## src/rtl/multicycle_sequencer_pkg.sv

```systemverilog
// multicycle_sequencer_pkg: shared opcode constants, FSM state encoding and
// PC-source encodings for the multicycle RV32I control sequencer.
package multicycle_sequencer_pkg;

  // RV32I major opcodes (instruction[6:0])
  localparam logic [6:0] R_TYPE  = 7'b0110011;
  localparam logic [6:0] I_TYPE  = 7'b0010011;
  localparam logic [6:0] LOAD    = 7'b0000011;
  localparam logic [6:0] S_TYPE  = 7'b0100011;
  localparam logic [6:0] B_TYPE  = 7'b1100011;
  localparam logic [6:0] JAL     = 7'b1101111;
  localparam logic [6:0] JALR    = 7'b1100111;
  localparam logic [6:0] U_AUIPC = 7'b0010111;
  localparam logic [6:0] U_LUI   = 7'b0110111;
  localparam logic [6:0] SYSTEM  = 7'b1110011;

  // PC source select
  localparam logic [1:0] PC_PLUS4 = 2'b00;
  localparam logic [1:0] PC_REL   = 2'b01;
  localparam logic [1:0] PC_JALR  = 2'b10;

  // Sequencer states, 3-bit encoding
  typedef enum logic [2:0] {
    FETCH     = 3'd0,
    DECODE    = 3'd1,
    EXECUTE   = 3'd2,
    MEM       = 3'd3,
    WRITEBACK = 3'd4,
    HALT      = 3'd5,
    TRAP      = 3'd6
  } state_e;

  // True for every opcode the core can execute (SYSTEM is handled separately)
  function automatic logic is_known_opcode(input logic [6:0] op);
    case (op)
      R_TYPE, I_TYPE, LOAD, S_TYPE, B_TYPE,
      JAL, JALR, U_AUIPC, U_LUI: is_known_opcode = 1'b1;
      default:                   is_known_opcode = 1'b0;
    endcase
  endfunction

  // True for opcodes that need a data-memory access
  function automatic logic is_mem_opcode(input logic [6:0] op);
    is_mem_opcode = (op == LOAD) || (op == S_TYPE);
  endfunction

endpackage

```

## src/rtl/multicycle_sequencer_perf.sv

```systemverilog
// seq_perf_counters: free-running cycle counter and retired-instruction
// counter; both wrap silently at 2^COUNTER_BITS.
module seq_perf_counters #(
  parameter int COUNTER_BITS = 32
) (
  input  logic                    clock,
  input  logic                    reset_n,
  input  logic                    count_en,
  input  logic                    retire,
  output logic [COUNTER_BITS-1:0] cycle_count,
  output logic [COUNTER_BITS-1:0] instret_count
);

  logic [COUNTER_BITS-1:0] cycle_q, cycle_d;
  logic [COUNTER_BITS-1:0] instret_q, instret_d;

  // Next-count logic: each counter advances by one when its enable is high
  always_comb begin
    cycle_d   = cycle_q;
    instret_d = instret_q;
    if (count_en) cycle_d   = cycle_q + COUNTER_BITS'(1);
    if (retire)   instret_d = instret_q + COUNTER_BITS'(1);
  end

  // Counter registers, cleared by reset
  always_ff @(posedge clock or negedge reset_n) begin
    if (!reset_n) begin
      cycle_q   <= '0;
      instret_q <= '0;
    end else begin
      cycle_q   <= cycle_d;
      instret_q <= instret_d;
    end
  end

  assign cycle_count   = cycle_q;
  assign instret_count = instret_q;

endmodule

```

## src/rtl/multicycle_sequencer.sv

```systemverilog
// multicycle_sequencer: control FSM for the multicycle RV32I core. Sequences
// fetch/decode/execute/mem/writeback, runs the imem/dmem req/ack handshakes,
// gates RF and PC writes and keeps perf counters.
// Optional memory-timeout watchdog: define MEM_TIMEOUT_EN.
module multicycle_sequencer
  import multicycle_sequencer_pkg::*;
#(
  parameter int COUNTER_BITS   = 32,
  parameter int TIMEOUT_CYCLES = 255
) (
  input  logic                    clock,
  input  logic                    reset_n,
  input  logic [6:0]              opcode,
  input  logic                    dec_wEn,
  input  logic                    dec_mem_wEn,
  input  logic                    branch_op,
  input  logic                    branch_taken,
  input  logic                    imem_ack,
  input  logic                    dmem_ack,
  output logic                    imem_req,
  output logic                    dmem_req,
  output logic                    dmem_we,
  output logic                    ir_load,
  output logic                    operand_load,
  output logic                    rf_wEn,
  output logic                    pc_write,
  output logic [1:0]              pc_sel,
  output logic                    halted,
  output logic                    illegal_instr,
  output logic                    bus_fault,
  output logic [COUNTER_BITS-1:0] cycle_count,
  output logic [COUNTER_BITS-1:0] instret_count
);

  state_e state_q, state_d;
  logic   run_q, run_d;
  logic   halted_q, halted_d;
  logic   illegal_q, illegal_d;
  logic   retire;
  logic   count_en;
  logic   timeout_fire;

  // run_q holds every strobe low from reset until the first clock edge after
  // release, so nothing is requested while reset_n is low.

  // Next-state and strobe decode; all strobes default low
  always_comb begin
    state_d      = state_q;
    run_d        = 1'b1;
    halted_d     = halted_q;
    illegal_d    = illegal_q;
    imem_req     = 1'b0;
    dmem_req     = 1'b0;
    dmem_we      = 1'b0;
    ir_load      = 1'b0;
    operand_load = 1'b0;
    rf_wEn       = 1'b0;
    pc_write     = 1'b0;
    pc_sel       = PC_PLUS4;
    retire       = 1'b0;
    case (state_q)
      FETCH: begin
        if (run_q) begin
          imem_req = 1'b1;
          if (imem_ack) begin
            ir_load = 1'b1;
            state_d = DECODE;
          end
        end
      end
      DECODE: begin
        operand_load = 1'b1;
        if (opcode == SYSTEM) begin
          state_d  = HALT;
          halted_d = 1'b1;
        end else if (!is_known_opcode(opcode)) begin
          state_d   = TRAP;
          illegal_d = 1'b1;
        end else begin
          state_d = EXECUTE;
        end
      end
      EXECUTE: begin
        state_d = is_mem_opcode(opcode) ? MEM : WRITEBACK;
      end
      MEM: begin
        dmem_req = 1'b1;
        dmem_we  = dec_mem_wEn;
        if (dmem_ack) begin
          if (dec_mem_wEn) begin
            pc_write = 1'b1;
            retire   = 1'b1;
            state_d  = FETCH;
          end else begin
            state_d = WRITEBACK;
          end
        end
      end
      WRITEBACK: begin
        rf_wEn   = dec_wEn;
        pc_write = 1'b1;
        retire   = 1'b1;
        state_d  = FETCH;
        if (opcode == JALR) begin
          pc_sel = PC_JALR;
        end else if ((opcode == JAL) ||
                     ((opcode == B_TYPE) && branch_op && branch_taken)) begin
          pc_sel = PC_REL;
        end
      end
      HALT, TRAP: begin
        state_d = state_q;
      end
      default: begin
        state_d = TRAP;
      end
    endcase
    if (timeout_fire) state_d = TRAP;
  end

  // State and sticky-flag registers
  always_ff @(posedge clock or negedge reset_n) begin
    if (!reset_n) begin
      state_q   <= FETCH;
      run_q     <= 1'b0;
      halted_q  <= 1'b0;
      illegal_q <= 1'b0;
    end else begin
      state_q   <= state_d;
      run_q     <= run_d;
      halted_q  <= halted_d;
      illegal_q <= illegal_d;
    end
  end

  assign halted        = halted_q;
  assign illegal_instr = illegal_q;
  assign count_en      = run_q && (state_q != HALT) && (state_q != TRAP);

`ifdef MEM_TIMEOUT_EN
  localparam int WAIT_BITS = (TIMEOUT_CYCLES > 1) ? $clog2(TIMEOUT_CYCLES) : 1;

  logic [WAIT_BITS-1:0] wait_cnt_q, wait_cnt_d;
  logic                 bus_fault_q, bus_fault_d;
  logic                 req_waiting;
  logic                 timeout_hit;

  // Decoded from the state register, not the strobes, to keep the watchdog
  // out of the FSM's combinational path.
  assign req_waiting = ((state_q == FETCH) && run_q && !imem_ack) ||
                       ((state_q == MEM) && !dmem_ack);
  assign timeout_hit  = (wait_cnt_q == WAIT_BITS'(TIMEOUT_CYCLES - 1));
  assign timeout_fire = req_waiting && timeout_hit;

  // Wait counter restarts whenever no request is stalled
  always_comb begin
    wait_cnt_d  = '0;
    bus_fault_d = bus_fault_q || timeout_fire;
    if (req_waiting && !timeout_hit) wait_cnt_d = wait_cnt_q + WAIT_BITS'(1);
  end

  // Watchdog registers
  always_ff @(posedge clock or negedge reset_n) begin
    if (!reset_n) begin
      wait_cnt_q  <= '0;
      bus_fault_q <= 1'b0;
    end else begin
      wait_cnt_q  <= wait_cnt_d;
      bus_fault_q <= bus_fault_d;
    end
  end

  assign bus_fault = bus_fault_q;
`else
  logic timeout_unused;
  assign timeout_unused = (TIMEOUT_CYCLES != 0);
  assign timeout_fire   = 1'b0;
  assign bus_fault      = 1'b0;
`endif

  seq_perf_counters #(
    .COUNTER_BITS(COUNTER_BITS)
  ) u_perf (
    .clock        (clock),
    .reset_n      (reset_n),
    .count_en     (count_en),
    .retire       (retire),
    .cycle_count  (cycle_count),
    .instret_count(instret_count)
  );

endmodule
```

## config.mk

```make
export PLATFORM = sky130hd
export DESIGN_NAME = multicycle_sequencer
export DESIGN_NICKNAME = d
export VERILOG_FILES = /design/src/rtl/multicycle_sequencer_pkg.sv /design/src/rtl/multicycle_sequencer_perf.sv /design/src/rtl/multicycle_sequencer.sv
export SDC_FILE = /design/constraint.sdc
export NUM_CORES = 1
export LEC_CHECK = 0
export ABC_CLOCK_PERIOD_IN_PS = 3500
export CORE_MARGIN = 3
export CORE_UTILIZATION = 46
export CTS_CLUSTER_DIAMETER = 100
export DETAILED_ROUTE_END_ITERATION = 8
export PLACE_DENSITY = 0.87
export SLEW_MARGIN = 25
export SYNTH_ARGS = -nofsm -noshare
export SYNTH_HDL_FRONTEND = slang
export SYNTH_HIERARCHICAL = 1
export SYNTH_SLANG_ARGS = --single-unit
export TNS_END_PERCENT = 100
```

## constraint.sdc

```tcl
create_clock -name clock -period 3.5 [get_ports clock]
set_input_delay 1.05 -clock clock [delete_from_list [all_inputs] [get_ports clock]]
set_output_delay 1.05 -clock clock [all_outputs]
set_load 0.02 [all_outputs]
```

; After elaboration in Yosys (flattened, before gate mapping)
; Index checks and enable logic that the tools add are counted.
; W data, S select, Z words.
[op_classes]
addsub = 2
bitwise = 3
muxes = 26
n_reduce_logical = 12
eq_ne = 21
[ops]
columns = cell, n
row1 = $add A32 B1 Y32 const B, 2
row2 = $eq A7 B7 Y1 const B, 4
row3 = $eq A7 B6 Y1 const B, 3
row4 = $mux W3, 7
row5 = $pmux W3 S6, 1
row6 = $mux W1, 15
row7 = $eq A7 B5 Y1 const B, 2
row8 = $eq A3 B3 Y1 const B, 3
row9 = $reduce_or A9 Y1, 1
row10 = $eq A7 B2 Y1 const B, 1
row11 = $eq A3 B2 Y1 const B, 2
row12 = $ne A2 B2 Y1 const B, 3
row13 = $ne A3 B3 Y1 const B, 2
row14 = $logic_and A1 B1 Y1, 4
row15 = $mux W2, 2
row16 = $reduce_and A4 Y1, 1
row17 = $eq A3 B1 Y1 const B, 1
row18 = $logic_not A3 Y1, 1
row19 = $not A1 Y1, 3
row20 = $reduce_and A3 Y1, 1
row21 = $logic_or A1 B1 Y1, 2
row22 = $pmux W1 S2, 1
row23 = $reduce_and A2 Y1, 1
row24 = $reduce_or A2 Y1, 1
[word_totals]
inputBits = 15
ff_bits = 70

; Longest topological paths before layout
[depth]
depth_word = 8
depth_mapped = 9
mapped_depth_nobuf = 7

; By module
; Netlist, hierarchy kept.
[by_module_without_submodules]
columns = module, cells_each, area_per_inst_um2, n_inst, seq_area_each_um2
row1 = seq_perf_counters, 253, 2955.3, 1, 1601.5
row2 = multicycle_sequencer, 64, 493.0, 1, 150.1

; Worst setup path after synthesis
; No wires, ideal clock.
[synth_path]
path_type = input -> output
from = input opcode[1]
to = output pc_sel[1]
arrival_ns = 1.956
slack_ns = 0.494
path_buffers = 0
cell_stages = 4
cell_sequence = nand2_1 nor3_1 nand3_1 nor3b_1
[synth_between]
elab_chain_len = 3
[synth_lines]
columns = element, line_no
row1 = from (decl), multicycle_sequencer.sv:13  ; input logic [6:0] opcode,
row2 = $eq A7 B7 Y1, multicycle_sequencer.sv:104  ; if (opcode == JALR) begin
row3 = $mux W2, multicycle_sequencer.sv:104
row4 = $mux W2, multicycle_sequencer.sv:61  ; case (state_q)
row5 = to (decl), multicycle_sequencer.sv:27  ; output logic [1:0] pc_sel,
; Every way passes these cells.

; Worst setup path after layout
[layout_path]
from = input dec_mem_wEn
to = output dmem_we
[layout_between]
elab_chain_len = 1
[layout_lines]
columns = element, line_no
row1 = from (decl), multicycle_sequencer.sv:15  ; input logic dec_mem_wEn,
row2 = $mux W1, multicycle_sequencer.sv:61
row3 = to (decl), multicycle_sequencer.sv:22  ; output logic dmem_we,
; Every way passes these cells.

==> tab_implementation.tex <==
\begin{tabular}{lr}
\hline
Metric & Value \\
\hline
\multicolumn{2}{l}{\textbf{Status}} \\
\quad Status & finished clean \\
\multicolumn{2}{l}{\textbf{Logic synthesis}} \\
\quad Sequential cell area fraction in the yosys report & 0.508 \\
\quad Area leader, netlist & dfrtp\_1 \\
\quad Post-synthesis sequential element count & 70 \\
\quad Instance count of the mapped netlist & 317 \\
\quad Mapped cell area & 3450 um\^{}2 \\
\quad Number of distinct library cells after synthesis & 47 \\
\quad Share of Yosys cell area claimed by the top area cell type & 0.508 \\
\quad Ys Warns & 6 \\
\quad Mean instance size in the synthesized netlist & 10.9 um\^{}2 \\
\quad Dominant cells by area after synthesis & dfrtp\_1 51\%, xnor2\_1 11\%, xor2\_1 5.3\%, nand4\_1 4.0\%, nand2\_1 3.0\% \\
\quad Post-synth net total & 334 \\
\multicolumn{2}{l}{\textbf{Timing}} \\
\quad Final Hold Fails & 0 \\
\quad Minimum period implied by the final worst setup slack & 3.37 ns \\
\quad Fin. max-slew vios & 0 \\
\quad Remaining max-slew budget at the tightest pin & 0.449 \\
\quad Max frequency & 297 MHz \\
\quad Total negative setup slack & 0 ns \\
\quad Fraction of the cycle the final worst path needs & 0.963 \\
\quad Clock Skews & 0.0155 ns \\
\quad Slew @ Worst Pin & 0.826 ns \\
\quad Final setup violation count & 0 \\
\quad Post-layout worst setup margin & 0.130 ns \\
\quad WHS & 0.471 ns \\
\quad Setup repair after global routing missed its margin & no \\
\multicolumn{2}{l}{\textbf{Drt}} \\
\quad Antenna-violating nets left & 0 \\
\quad DR DRC count & 0 \\
\quad Detail-routed net length per standard cell & 14.6 um \\
\quad WL final & 7600 um \\
\quad Number of violations reported at the end of detailed-routing iteration 0 & 191 \\
\quad Post-DR vias/cell & 5.39 \\
\quad Initial DRT Pass Iterations & 4 \\
\quad Vias after detailed routing & 2808 \\
\multicolumn{2}{l}{\textbf{Critical path}} \\
\quad Nature of the critical path endpoint & primary output \\
\quad WS Path Type & in -> out \\
\quad Critical path data arrival time & 2.32 ns \\
\quad Kind of cell with the highest combined delay on the critical path & buffers and inverters \\
\quad Highest cell delay on the worst timing path & 0.62 ns \\
\quad Worst Path Required & 2.45 ns \\
\quad Flop2flop setup slack & 0.82 ns \\
\quad Cell-by-cell trace of the critical path & clkdlybuf4s50\_1, and3\_1, clkdlybuf4s50\_1 \\
\quad Most used cell along the critical path & clkdlybuf4s50\_1 \\
\quad Critical path launch point type & input pin \\
\quad Crit path max-delay cell type & clkdlybuf4s50\_1 \\
\quad Critical-path maximum fanout & 2 \\
\quad Buffer and inverter count on the worst path & 2 \\
\multicolumn{2}{l}{\textbf{Clocking}} \\
\quad CTS H-Tree Depth & 3 \\
\quad Post-CTS clock slew at the launch and capture registers of the worst setup and hold paths & 0.07 ns \\
\quad Root buffer cell & clkbuf\_8 \\
\quad Num CTS Buffers & 9 \\
\quad Cts-stage hold buffer count & 0 \\
\quad Maximum buffer depth of the clock tree & 2 \\
\quad Clock Sinks & 70 \\
\quad Clock latency on the worst-skew pair & 0.33 ns \\
\quad CTS tree & done \\
\multicolumn{2}{l}{\textbf{Global route}} \\
\quad Global-route wire length before repair & 12700 um \\
\quad Gr ovfl total & 0 \\
\quad Met3 track utilization from global routing & 0.0471 \\
\quad Via count of the first global-routing pass & 2695 \\
\quad Tot GR Track Use & 0.182 \\
\quad Initial antenna violation count & 0 \\
\quad Most used routing layer & met2 \\
\quad Met1 routing resource usage after global routing & 0.238 \\
\quad Maximum number of pins on one net before global-route repair & 37 \\
\quad Met2 Track Usage GR & 0.293 \\
\multicolumn{2}{l}{\textbf{Finish}} \\
\quad Commonest non-fill, non-tap cell in the layout & clkdlybuf4s50\_1 \\
\quad Share of final-layout standard cells stronger than drive strength 1 & 0.111 \\
\quad Antenna diode count & 0 \\
\quad Cell Count, Final, Fillers Out & 521 \\
\quad Most used cells in the layout excluding fill and tap cells & 85 x clkdlybuf4s50\_1, 70 x dfrtp\_1, 42 x xnor2\_1 \\
\quad Synthesis-to-finish area growth & 36.0\% \\
\quad Fillers & 552 \\
\quad Nets & 437 \\
\multicolumn{2}{l}{\textbf{Power and ir drop}} \\
\quad Leakage component of the power & 2.05 nW \\
\quad PwrDens & 486 nW/um\^{}2 \\
\quad Maximum resistive drop on vdd & 0.394 mV \\
\quad Total design power & 0.00228 W \\
\multicolumn{2}{l}{\textbf{Worst hold path}} \\
\quad Classification of the worst-slack hold path & reg -> reg \\
\multicolumn{2}{l}{\textbf{Placement}} \\
\quad Pre-CTS worst setup slack & -0.318 ns \\
\quad IO buf count & 89 \\
\quad HPWL after DPL & 5670 um \\
\quad Total placed cells including tap cells & 505 \\
\quad Routability Congestion & 0.856 \\
\multicolumn{2}{l}{\textbf{Floorplan}} \\
\quad Width of the die & 92.6 um \\
\quad Row cnt & 30 \\
\quad Vertical extent of the die & 92.6 um \\
\quad Number of top-level design ports & 91 \\
\quad Core box area & 7020 um\^{}2 \\
\quad Starting density of the core & 0.491 \\
\quad Total die area & 8570 um\^{}2 \\
\multicolumn{2}{l}{\textbf{Run}} \\
\quad Max-Cap Viols & 0 \\
\hline
\end{tabular}
## synthesized netlist by cell type, drive strengths merged
master / instances
o21ai: 2
dfrtp: 70
a21o: 1
o31ai: 1
xor2: 21
or4: 1
ha: 2
a31oi: 2
or3: 2
and2: 7
clkbuf: 2
a211o: 1
nor3b: 4
and3: 14
nand2: 28
nand3: 21
nor3: 11
nor2b: 3
buf: 8
o2111ai: 1
conb: 2
and4: 4
o32ai: 1
a21oi: 4
inv: 5
a22o: 1
nand2b: 1
xnor2: 42
nand3b: 2
nand4: 25
nor4b: 2
a21boi: 1
nor4: 9
mux2: 2
nor2: 12
or2: 2
## sequential cells by signal, indices dropped and copies added, names as in the netlist
signal                flops
u_perf/cycle_count       32
illegal_instr             1
run_q                     1
halted                    1
u_perf/instret_count     32
state_q                   3
## final timing paths
| check | from | endpoint | depth (start not counted) |
|---|---|---|---|
| min in group asynchronous | reset_n | u_perf/cycle_count[21] | 1 |
| worst min-delay path | halted | halted | 1 |
| worst min register to register | halted | halted | 1 |
| worst max-delay path | dec_mem_wEn | dmem_we | 3 |
| max in group asynchronous | reset_n | u_perf/instret_count[12] | 2 |
| worst max register to register | state_q[1] | u_perf/cycle_count[23] | 6 |
## layer usage
layer	up-vias	share of wire
li1	1324	-
met1	1392	0.44
met2	86	0.49
met3	6	0.056
met4	0	0.0097
met5	-	0
## worst register-to-register path, delay by kind of cell, from the launching register on
kind / cells / cell delay [ns]
compound gates: 1 / 0.55
xor+xnor: 2 / 0.37
flops: 1 / 0.52
simple gates: 3 / 1.14
## area by class of cell
class	instances	area [um^2]	area share
Tap cell	96	120	0.0256
Timing Repair Buffer	102	985	0.210
Clock buffer	13	149	0.0317
Clock inverter	3	43.8	0.00934
Multi-Input combinational cell	232	1620	0.346
Sequential cell	70	1750	0.373
Inverter	5	18.8	0.00400
## logic make-up after synthesis
logic type / count (synthesis) / synth area share
DFF: 70 / 0.508
muxes: 2 / 0.00653
buffers and inverters: 15 / 0.0229
and+or+nand+nor: 148 / 0.263
xor gates and xnor gates: 63 / 0.160
other: 2 / 0.00218
adders and majority gates: 2 / 0.00726
AOI/OAI and AO/OA: 15 / 0.0305
## repair_timing
item | CTS | global route
setup buffers | 0 | 0
gates resized for setup | 6 | 4
endpoints found under the setup margin | 3 | 2
## through the flow
stage | cell area (um^2) | utilization
final | 4690 | 0.668
after global routing | 4690 | 0.668
after CTS | 4700 | 0.669
after detailed placement | 4500 | 0.642
after global placement | 4500 | 0.642
after floorplan | 3450 | -
## power by group
part,leakage (nW),total (W),switching [W],internal [W]
Sequential,0.943,0.00104,0.000139,0.000898
Combinational,1.01,0.000610,0.000310,0.000300
Clock,0.0976,0.000632,0.000282,0.000350
Power figures use the tool's default switching activity.
